$ cat config.mk
export PLATFORM = sky130hd
export DESIGN_NAME = fetch_unit
export DESIGN_NICKNAME = d
export VERILOG_FILES = /design/src/rtl/fetch_unit.sv
export SDC_FILE = /design/constraint.sdc
export NUM_CORES = 1
export LEC_CHECK = 0
export BUFFER_PORTS_ARGS = -buffer_cell sky130_fd_sc_hd__buf_2
export CORE_MARGIN = 4
export CORE_UTILIZATION = 55
export DETAILED_ROUTE_END_ITERATION = 8
export GPL_TIMING_DRIVEN = 0
export PLACE_DENSITY = 0.85
export RECOVER_POWER = 50
export SLEW_MARGIN = 15
export SYNTH_ARGS = -nofsm -noshare
export SYNTH_HDL_FRONTEND = slang
export SYNTH_SLANG_ARGS = --single-unit
$ cat constraint.sdc
create_clock -name clk -period 5.05 [get_ports clk]
set_input_delay 1.01 -clock clk [delete_from_list [all_inputs] [get_ports clk]]
set_output_delay 1.01 -clock clk [all_outputs]
set_load 0.02 [all_outputs]
$ cat src/rtl/fetch_unit.sv
// ---------------------------------------------------------------------------
// fetch_unit
//
// Instruction fetch stage for a small in-order processor. It owns the program
// counter (PC), drives the instruction memory address, and captures the
// returned word into the IF/ID register. A three-state controller decides when
// fetching happens:
//   IDLE   : after reset, waiting for start_req
//   RUN    : fetching one instruction per cycle
//   HALTED : the decoder saw a halt, waiting for start_req to restart
//
// Parameters
//   PC_W   program counter / instruction address width
//   CNT_W  width of the RUN-cycle counter
//
// Ports
//   clk            clock, all state updates on the rising edge
//   rst_n          asynchronous active-low reset
//   start_req      begin execution from address 0 (ignored while in RUN)
//   halt           decoder reports that the held instruction is halt
//   stall          downstream cannot accept a new instruction this cycle
//   branch_taken   redirect fetch to branch_target
//   branch_target  absolute redirect address
//   imem_addr      instruction memory address (current PC)
//   imem_data      instruction word, combinationally valid for imem_addr
//   instr_out      IF/ID instruction register, drives the decoder
//   instr_valid    instr_out holds a live instruction
//   pc_out         address from which instr_out was fetched
//   done           processor halted
//   cycle_count    number of clock edges spent in RUN (saturating)
// ---------------------------------------------------------------------------
module fetch_unit #(
  parameter int PC_W  = 10,
  parameter int CNT_W = 16
) (
  input  logic             clk,
  input  logic             rst_n,
  input  logic             start_req,
  input  logic             halt,
  input  logic             stall,
  input  logic             branch_taken,
  input  logic [PC_W-1:0]  branch_target,
  output logic [PC_W-1:0]  imem_addr,
  input  logic [8:0]       imem_data,
  output logic [8:0]       instr_out,
  output logic             instr_valid,
  output logic [PC_W-1:0]  pc_out,
  output logic             done,
  output logic [CNT_W-1:0] cycle_count
);

  localparam logic [1:0] IDLE   = 2'd0;
  localparam logic [1:0] RUN    = 2'd1;
  localparam logic [1:0] HALTED = 2'd2;

  logic [1:0]       state;
  logic [PC_W-1:0]  pc;
  logic             halt_qual;
  logic [CNT_W-1:0] count_inc;
  logic [PC_W-1:0]  pc_inc;

  assign imem_addr = pc;

  // A halt request only means something when the decoder is looking at a
  // live instruction; during a flush bubble the halt line may carry garbage.
  assign halt_qual = (state == RUN) && instr_valid && halt;

  // The counter sticks at all-ones instead of wrapping so a long run never
  // reports a misleadingly small number.
  assign count_inc = (cycle_count == {CNT_W{1'b1}}) ? cycle_count
                                                    : cycle_count + CNT_W'(1);

  // Natural wrap from the top of the address space back to 0 is intended.
  assign pc_inc = pc + PC_W'(1);

  // Controller and datapath registers. Event priority in RUN is
  // halt > branch > stall > normal fetch.
  always_ff @(posedge clk or negedge rst_n) begin
    if (!rst_n) begin
      state       <= IDLE;
      pc          <= '0;
      instr_out   <= '0;
      instr_valid <= 1'b0;
      pc_out      <= '0;
      done        <= 1'b0;
      cycle_count <= '0;
    end else begin
      case (state)
        RUN: begin
          cycle_count <= count_inc;
          if (halt_qual) begin
            state       <= HALTED;
            instr_valid <= 1'b0;
            done        <= 1'b1;
          end else if (branch_taken) begin
            // Redirect wins over stall: the instruction in IF/ID belongs to
            // the wrong path, so it is squashed rather than held.
            pc          <= branch_target;
            instr_valid <= 1'b0;
          end else if (!stall) begin
            instr_out   <= imem_data;
            pc_out      <= pc;
            instr_valid <= 1'b1;
            pc          <= pc_inc;
          end
        end

        IDLE, HALTED: begin
          // The start edge only sets things up; the word at address 0 is
          // captured on the following edge, so instr_valid stays low here.
          if (start_req) begin
            state       <= RUN;
            pc          <= '0;
            cycle_count <= '0;
            instr_valid <= 1'b0;
            done        <= 1'b0;
          end
        end

        default: begin
          state       <= IDLE;
          instr_valid <= 1'b0;
          done        <= 1'b0;
        end
      endcase
    end
  end

endmodule

==> results of run 1 <==
[report_power, final]
group	switching (mW)	leakage, nW	internal, mW	total [mW]
logic	0.403	0.669	0.231	0.634
registers	0.128	0.621	0.519	0.647
clock network	0.124	0.0510	0.109	0.233
total	0.654	1.34	0.860	1.51
[cells in the mapped netlist, types with 2 or more instances]
cell / count
mux2_2: 20
a31oi_1: 4
dfrtp_1: 48
nor3_1: 3
nand3_1: 12
or4_1: 4
nor2_1: 22
a22oi_1: 4
o22ai_1: 2
or3_1: 3
and3_1: 5
ha_1: 2
clkbuf_1: 6
buf_4: 2
o31ai_1: 3
a21oi_1: 11
o21ai_0: 21
nor4b_1: 3
nand2b_1: 4
xnor2_1: 5
inv_1: 2
nor3b_1: 3
nand2_1: 17
nor2b_1: 3
[flip-flops by register name (all words and copies together) (netlist names)]
signal and cells:
state 2, imem_addr 10, instr_valid 1, cycle_count 16
instr_out 9, pc_out 10
[metal layers]
metal,track usage [%],wire length [um],vias to the layer above
met5,0,0,-
met4,5.84,19,0
met3,4.51,409,2
met2,35.7,2670,87
met1,26.1,2330,987
li1,-,-,1001
[metrics by stage]
step / hold slack, ps / std cells / util [%] / total power, mW
2_1_floorplan: 616 / 229 / - / 1.06
3_3_place_gp: 485 / 350 / 68.4 / 1.28
3_5_place_dp: 494 / 350 / 68.4 / 1.31
4_1_cts: 514 / 358 / 70.7 / 1.54
5_1_grt: 530 / 359 / 69.8 / 1.61
6_report: 516 / 359 / 69.8 / 1.51
[cell type report]
cell class,instances,area (sq um),share of cell area [%]
multi-input combinational,170,1110,39.0
buffer,9,41.3,1.45
tap,50,62.6,2.19
clock inverter,2,10.0,0.351
clock buffer,6,82.6,2.89
sequential,48,1200,42.1
timing repair buffer,72,335,11.8
inverter,2,7.51,0.263
[cells by family after synthesis]
group,count (synthesis)
AND/OR/NAND/NOR,89
AO/OA/AOI/OAI,52
flip-flops,48
multiplexers,21
buffers and inverters,11
XOR/XNOR,6
adder cells (fa/ha/maj),2
[final timing paths]
kind | endpoint | slack [ps] | depth (start not counted)
worst max-delay path | pc_out[7]$_DFFE_PN0P_ | 2120 | 2
worst min-delay path | pc_out[1]$_DFFE_PN0P_ | 520 | 1
worst max register to register | cycle_count[5]$_DFFE_PN0P_ | 2610 | 5
worst min register to register | pc_out[1]$_DFFE_PN0P_ | 520 | 1
max in group clk | cycle_count[5]$_DFFE_PN0P_ | 2610 | 5
min in group asynchronous | cycle_count[0]$_DFFE_PN0P_ | 690 | 1
==> run_results.csv, run 1 <==
group,metric,value,unit
pwr,p_leak,1.34,nW
synth,synth-xor-area-share,2.21,%
critical_path,cp_common_cell,"clkbuf_1",
clocking,clk_latency,290,ps
synth,synth_edf_count,0,
cells_and_area,layout_common_cells,"buf_2 (52), dfrtp_1 (48), clkbuf_1 (26)",
sta,finalHoldViolations,0,
die,start_util,58.2,%
critical_path,cp_max_fo,37,
die,die_h,73.7,um
cells_and_area,antenna_cells,0,
outcome,violations,"capacitance limit, slew limit",
synth,ys_top_cells_by_area,"dfrtp_1 (51%), mux2_2 (9.5%), o21ai_0 (4.4%)",
grt,grt_pass1_wl,8950,um
synth,ys_seq_area_share,50.5,%
die,die_x,73.7,um
die,dieArea,5440,sq um
synth,ys_seq_elements,48,
sta,max_freq,341,MHz
drt,first_pass_iters,4,
drt,drtIter0Drc,108,
cells_and_area,fin_area,2850,sq um
sta,maxSlewHeadroom,-30.5,%
synth,synth.distinct_cells,44,
clocking,cts-resized-gates,0,
synth,yosysWarnings,0,
die,core_area,4090,sq um
clocking,cts_setup_buffers,0,
critical_path,slowest_stage,"clkbuf_1",
clocking,hold_buffers,0,
sta,layout_setup_ws,2120,ps
clocking,clkTransAtPathRegs,80,ps
cells_and_area,mostFrequentLayoutCell,"buf_2",
synth,synth_area,2380,sq um
critical_path,cp-start-kind,"input pin",
critical_path,worstPathCellList,"clkbuf_1 -> clkbuf_1",
placement,placedInstanceArea,2800,sq um
outcome,run_status,"finished, violations left",
synth,netlist_instances,229,
cells_and_area,nFillCells,333,
min_path,hold_path_startpoint,"pc_out[1]$_DFFE_PN0P_",
critical_path,slowest_delay,1460,ps
drt,ant_nets,0,
pwr,vdd_drop_max,332,uV
synth,yosys.area.top_type,"dfrtp_1",
grt,grt_max_degree,49,
clocking,tritoncts,"done",
clocking,cts-root-buf,"clkbuf_8",
critical_path,path_delay_family,"buffers and inverters",
sta,fin_crit_sh,58.0,%
clocking,htreeDepth,2,
critical_path,startpoint,"rst_n",
critical_path,reg2reg_from,"cycle_count[5]$_DFFE_PN0P_",
sta,rsz0062_at_grt,"false",
clocking,cts_buffer_depth,2,
synth,synth_top_family_by_area,"simple AND/OR/NAND/NOR gates",
sta,fin_setup_tns,0,ps
cells_and_area,area_delta_synth_final,20.0,%
drt,drc,0,
placement,portBuffers,71,
critical_path,end_kind,"asynchronous set/reset pin",
grt,grt_pass1_vias,2008,
die,io_pins,72,
grt,antenna_found_initial,0,
sta,final_max_slew_viol_count,38,
synth,syn_nets,256,
cells_and_area,layout-drive-gt1-share,28.2,%
sta,worstMarginPinSlew,1960,ps
synth,synthMuxAreaShare,9.89,%
placement,gp_congestion,0.832,
critical_path,worstSetupPathType,"in2async",
placement,detailed_place_hpwl,4000,um
pwr,power_density,531,nW/um^2
grt,grt_usage,20.7,%
synth,synth_compound_area_share,13.5,%
clocking,clock_sinks,48,
synth,yosysTopAreaCellShare,50.5,%
die,num_rows,23,
critical_path,critPathBufInv,2,
synth,syn_avg_cell_area,10.4,sq um
placement,pre_cts_ws,2450,ps
synth,postSynth.asyncResetShare,100,%
min_path,hold_class,"reg2reg",
drt,dr_total_vias,2077,
drt,viasPerCell,5.79,
critical_path,required,5070,ps
sta,setup_viol_count_final,0,
sta,fin_skew,6.99,ps
critical_path,cp_data_arrival_time,2950,ps
synth,yosys.area_share.simple,20.8,%
synth,synth_flop_cell,"dfrtp_1",
cells_and_area,nets,335,
drt,drt-wirelength-per-cell,15.1,um
drt,wirelength,5420,um
synth,synthAdderAreaFrac,1.05,%
clocking,cts_buffers,5,
sta,fin_crit,2930,ps
flow_run,max_cap_violations,1,
grt,grt_overflow,0,
(Power assumes the default switching activity.)
==> run 2, diff against run 1 <==
CORE_UTILIZATION = 51   (was 55)
PLACE_DENSITY = 0.79   (was 0.85)
clock period = 2.9 ns   (was 5.05 ns; I/O delays follow)
==> run 2 against run 1 <==
Net effect: the run now ends clean; wire length decreased by 3.9%; sequential cell count stayed put; global-route usage down 2.8 points; cell count up 0.28%; largest cell class unchanged.
==> run_results.csv, run 2 (synthesis gave the netlist of run 1 again) <==
group,metric,value,unit
die,core_area,4440,sq um
grt,grt_pass1_vias,1942,
sta,fin_skew,5.26,ps
clocking,cts-resized-gates,0,
flow_run,max_cap_violations,0,
cells_and_area,largest_register_ffs,16,
critical_path,reg2reg_from,"state[1]$_DFFE_PN0P_",
min_path,hold_class,"in2reg",
die,die_h,76.3,um
pwr,power_density,933,nW/um^2
clocking,clock_sinks,48,
drt,drt-wirelength-per-cell,14.5,um
drt,wirelength,5210,um
grt,grt_max_degree,49,
clocking,hold_buffers,0,
sta,worstMarginPinSlew,1190,ps
grt,grt_overflow,0,
die,dieArea,5820,sq um
min_path,hold_path_startpoint,"imem_data[7]",
sta,rsz0062_at_grt,"false",
cells_and_area,nets,334,
drt,ant_nets,0,
cells_and_area,top_register,"cycle_count",
critical_path,cp_data_arrival_time,2220,ps
pwr,power_frac_comb,40.3,%
pwr,seq_power_share,41.3,%
clocking,cts-root-buf,"clkbuf_8",
cells_and_area,mostFrequentLayoutCell,"buf_2",
drt,first_pass_iters,4,
die,die_x,76.3,um
cells_and_area,layout_common_cells,"buf_2 (49), dfrtp_1 (48), clkbuf_1 (27)",
pwr,p_sw,1.13,mW
placement,placed_cells,352,
clocking,tritoncts,"done",
cells_and_area,antenna_cells,0,
die,num_rows,24,
drt,viasPerCell,5.65,
pwr,switching_share,42.0,%
clocking,clkTransAtPathRegs,90,ps
sta,fin_setup_tns,0,ps
sta,final_max_slew_viol_count,0,
die,start_util,53.5,%
clocking,clk_latency,300,ps
critical_path,required,3100,ps
grt,antenna_found_initial,0,
pwr,power_frac_clock,18.4,%
sta,fin_crit,2030,ps
cells_and_area,instances_no_fill,360,
critical_path,end_kind,"flip-flop",
cells_and_area,nFillCells,396,
pwr,vdd_drop_max,546,uV
clocking,htreeDepth,2,
pwr,internal-power,1.56,mW
pwr,p_leak,1.35,nW
placement,detailed_place_hpwl,3830,um
drt,drtIter0Drc,108,
grt,grt_pass1_wl,8770,um
placement,portBuffers,71,
sta,maxSlewHeadroom,20.5,%
sta,finalHoldViolations,0,
grt,grt_usage,18.0,%
sta,max_freq,494,MHz
cells_and_area,fin_util,64.9,%
critical_path,worstSetupPathType,"reg2reg",
sta,whs,501,ps
drt,drc,0,
critical_path,cp-start-kind,"flip-flop",
sta,setup_viol_count_final,0,
cells_and_area,area_delta_synth_final,21.4,%
clocking,cts_buffer_depth,2,
sta,fin_crit_sh,69.9,%
die,io_pins,72,
pwr,p_total,2.69,mW
outcome,run_status,"finished, final reports clean",
clocking,cts_buffers,5,
cells_and_area,layout-drive-gt1-share,27.9,%
critical_path,startpoint,"state[1]$_DFFE_PN0P_",
clocking,cts_setup_buffers,0,
critical_path,cp_max_fo,10,
placement,gp_congestion,0.818,
drt,dr_total_vias,2035,
run 2: area by class of cell:
| class | instances | area, sq um | share of cell area, % |
|---|---|---|---|
| Sequential cell | 48 | 1200 | 41.6 |
| Multi-Input combinational cell | 170 | 1130 | 39.1 |
| Timing Repair Buffer | 71 | 329 | 11.4 |
| Clock buffer | 5 | 68.8 | 2.38 |
| Tap cell | 52 | 65.1 | 2.25 |
| Clock inverter | 3 | 46.3 | 1.60 |
| Buffer | 9 | 41.3 | 1.43 |
| Inverter | 2 | 7.51 | 0.260 |
run 2: path summary, 6_finish.rpt:
check | end | slack (ps) | depth (start not counted)
max reg2reg | instr_out[6]$_DFFE_PN0P_ | 870 | 6
max in group asynchronous | pc_out[8]$_DFFE_PN0P_ | 1670 | 1
min in group asynchronous | instr_valid$_DFFE_PN0P_ | 510 | 1
max | instr_out[6]$_DFFE_PN0P_ | 870 | 6
min reg2reg | pc_out[6]$_DFFE_PN0P_ | 510 | 1
min | instr_out[7]$_DFFE_PN0P_ | 500 | 2
run 2: power by group through the flow:
stage	Combinational (mW)	Sequential, mW	Clock [mW]
finish	1.09	1.11	0.494
global route	1.19	1.15	0.538
CTS	1.14	1.11	0.510
detailed placement	1.14	1.12	0
global placement	1.12	1.11	0
floorplan	0.477	1.38	0
run 2: per-layer routing:
layer	routed length (um)	vias to the layer above	global-route usage [%]
met5	0	-	0
met4	63	0	5.43
met3	325	7	3.90
met2	2530	72	30.2
met1	2290	969	23.3
li1	-	987	-
run 2: critical path, cell delays in order, from the launching register on:
cell,delay (ps)
dfrtp_1,450
nor2b_1,130
buf_4,160
nand2_1,120
nor3_4,420
buf_4,280
mux2_2,350
run 2: metrics by stage:
step,setup WS [ps],instance area (sq um)
5_1_grt,741,2890
6_report,874,2890
3_5_place_dp,765,2800
4_1_cts,849,2910
3_3_place_gp,740,2800
2_1_floorplan,1030,2380
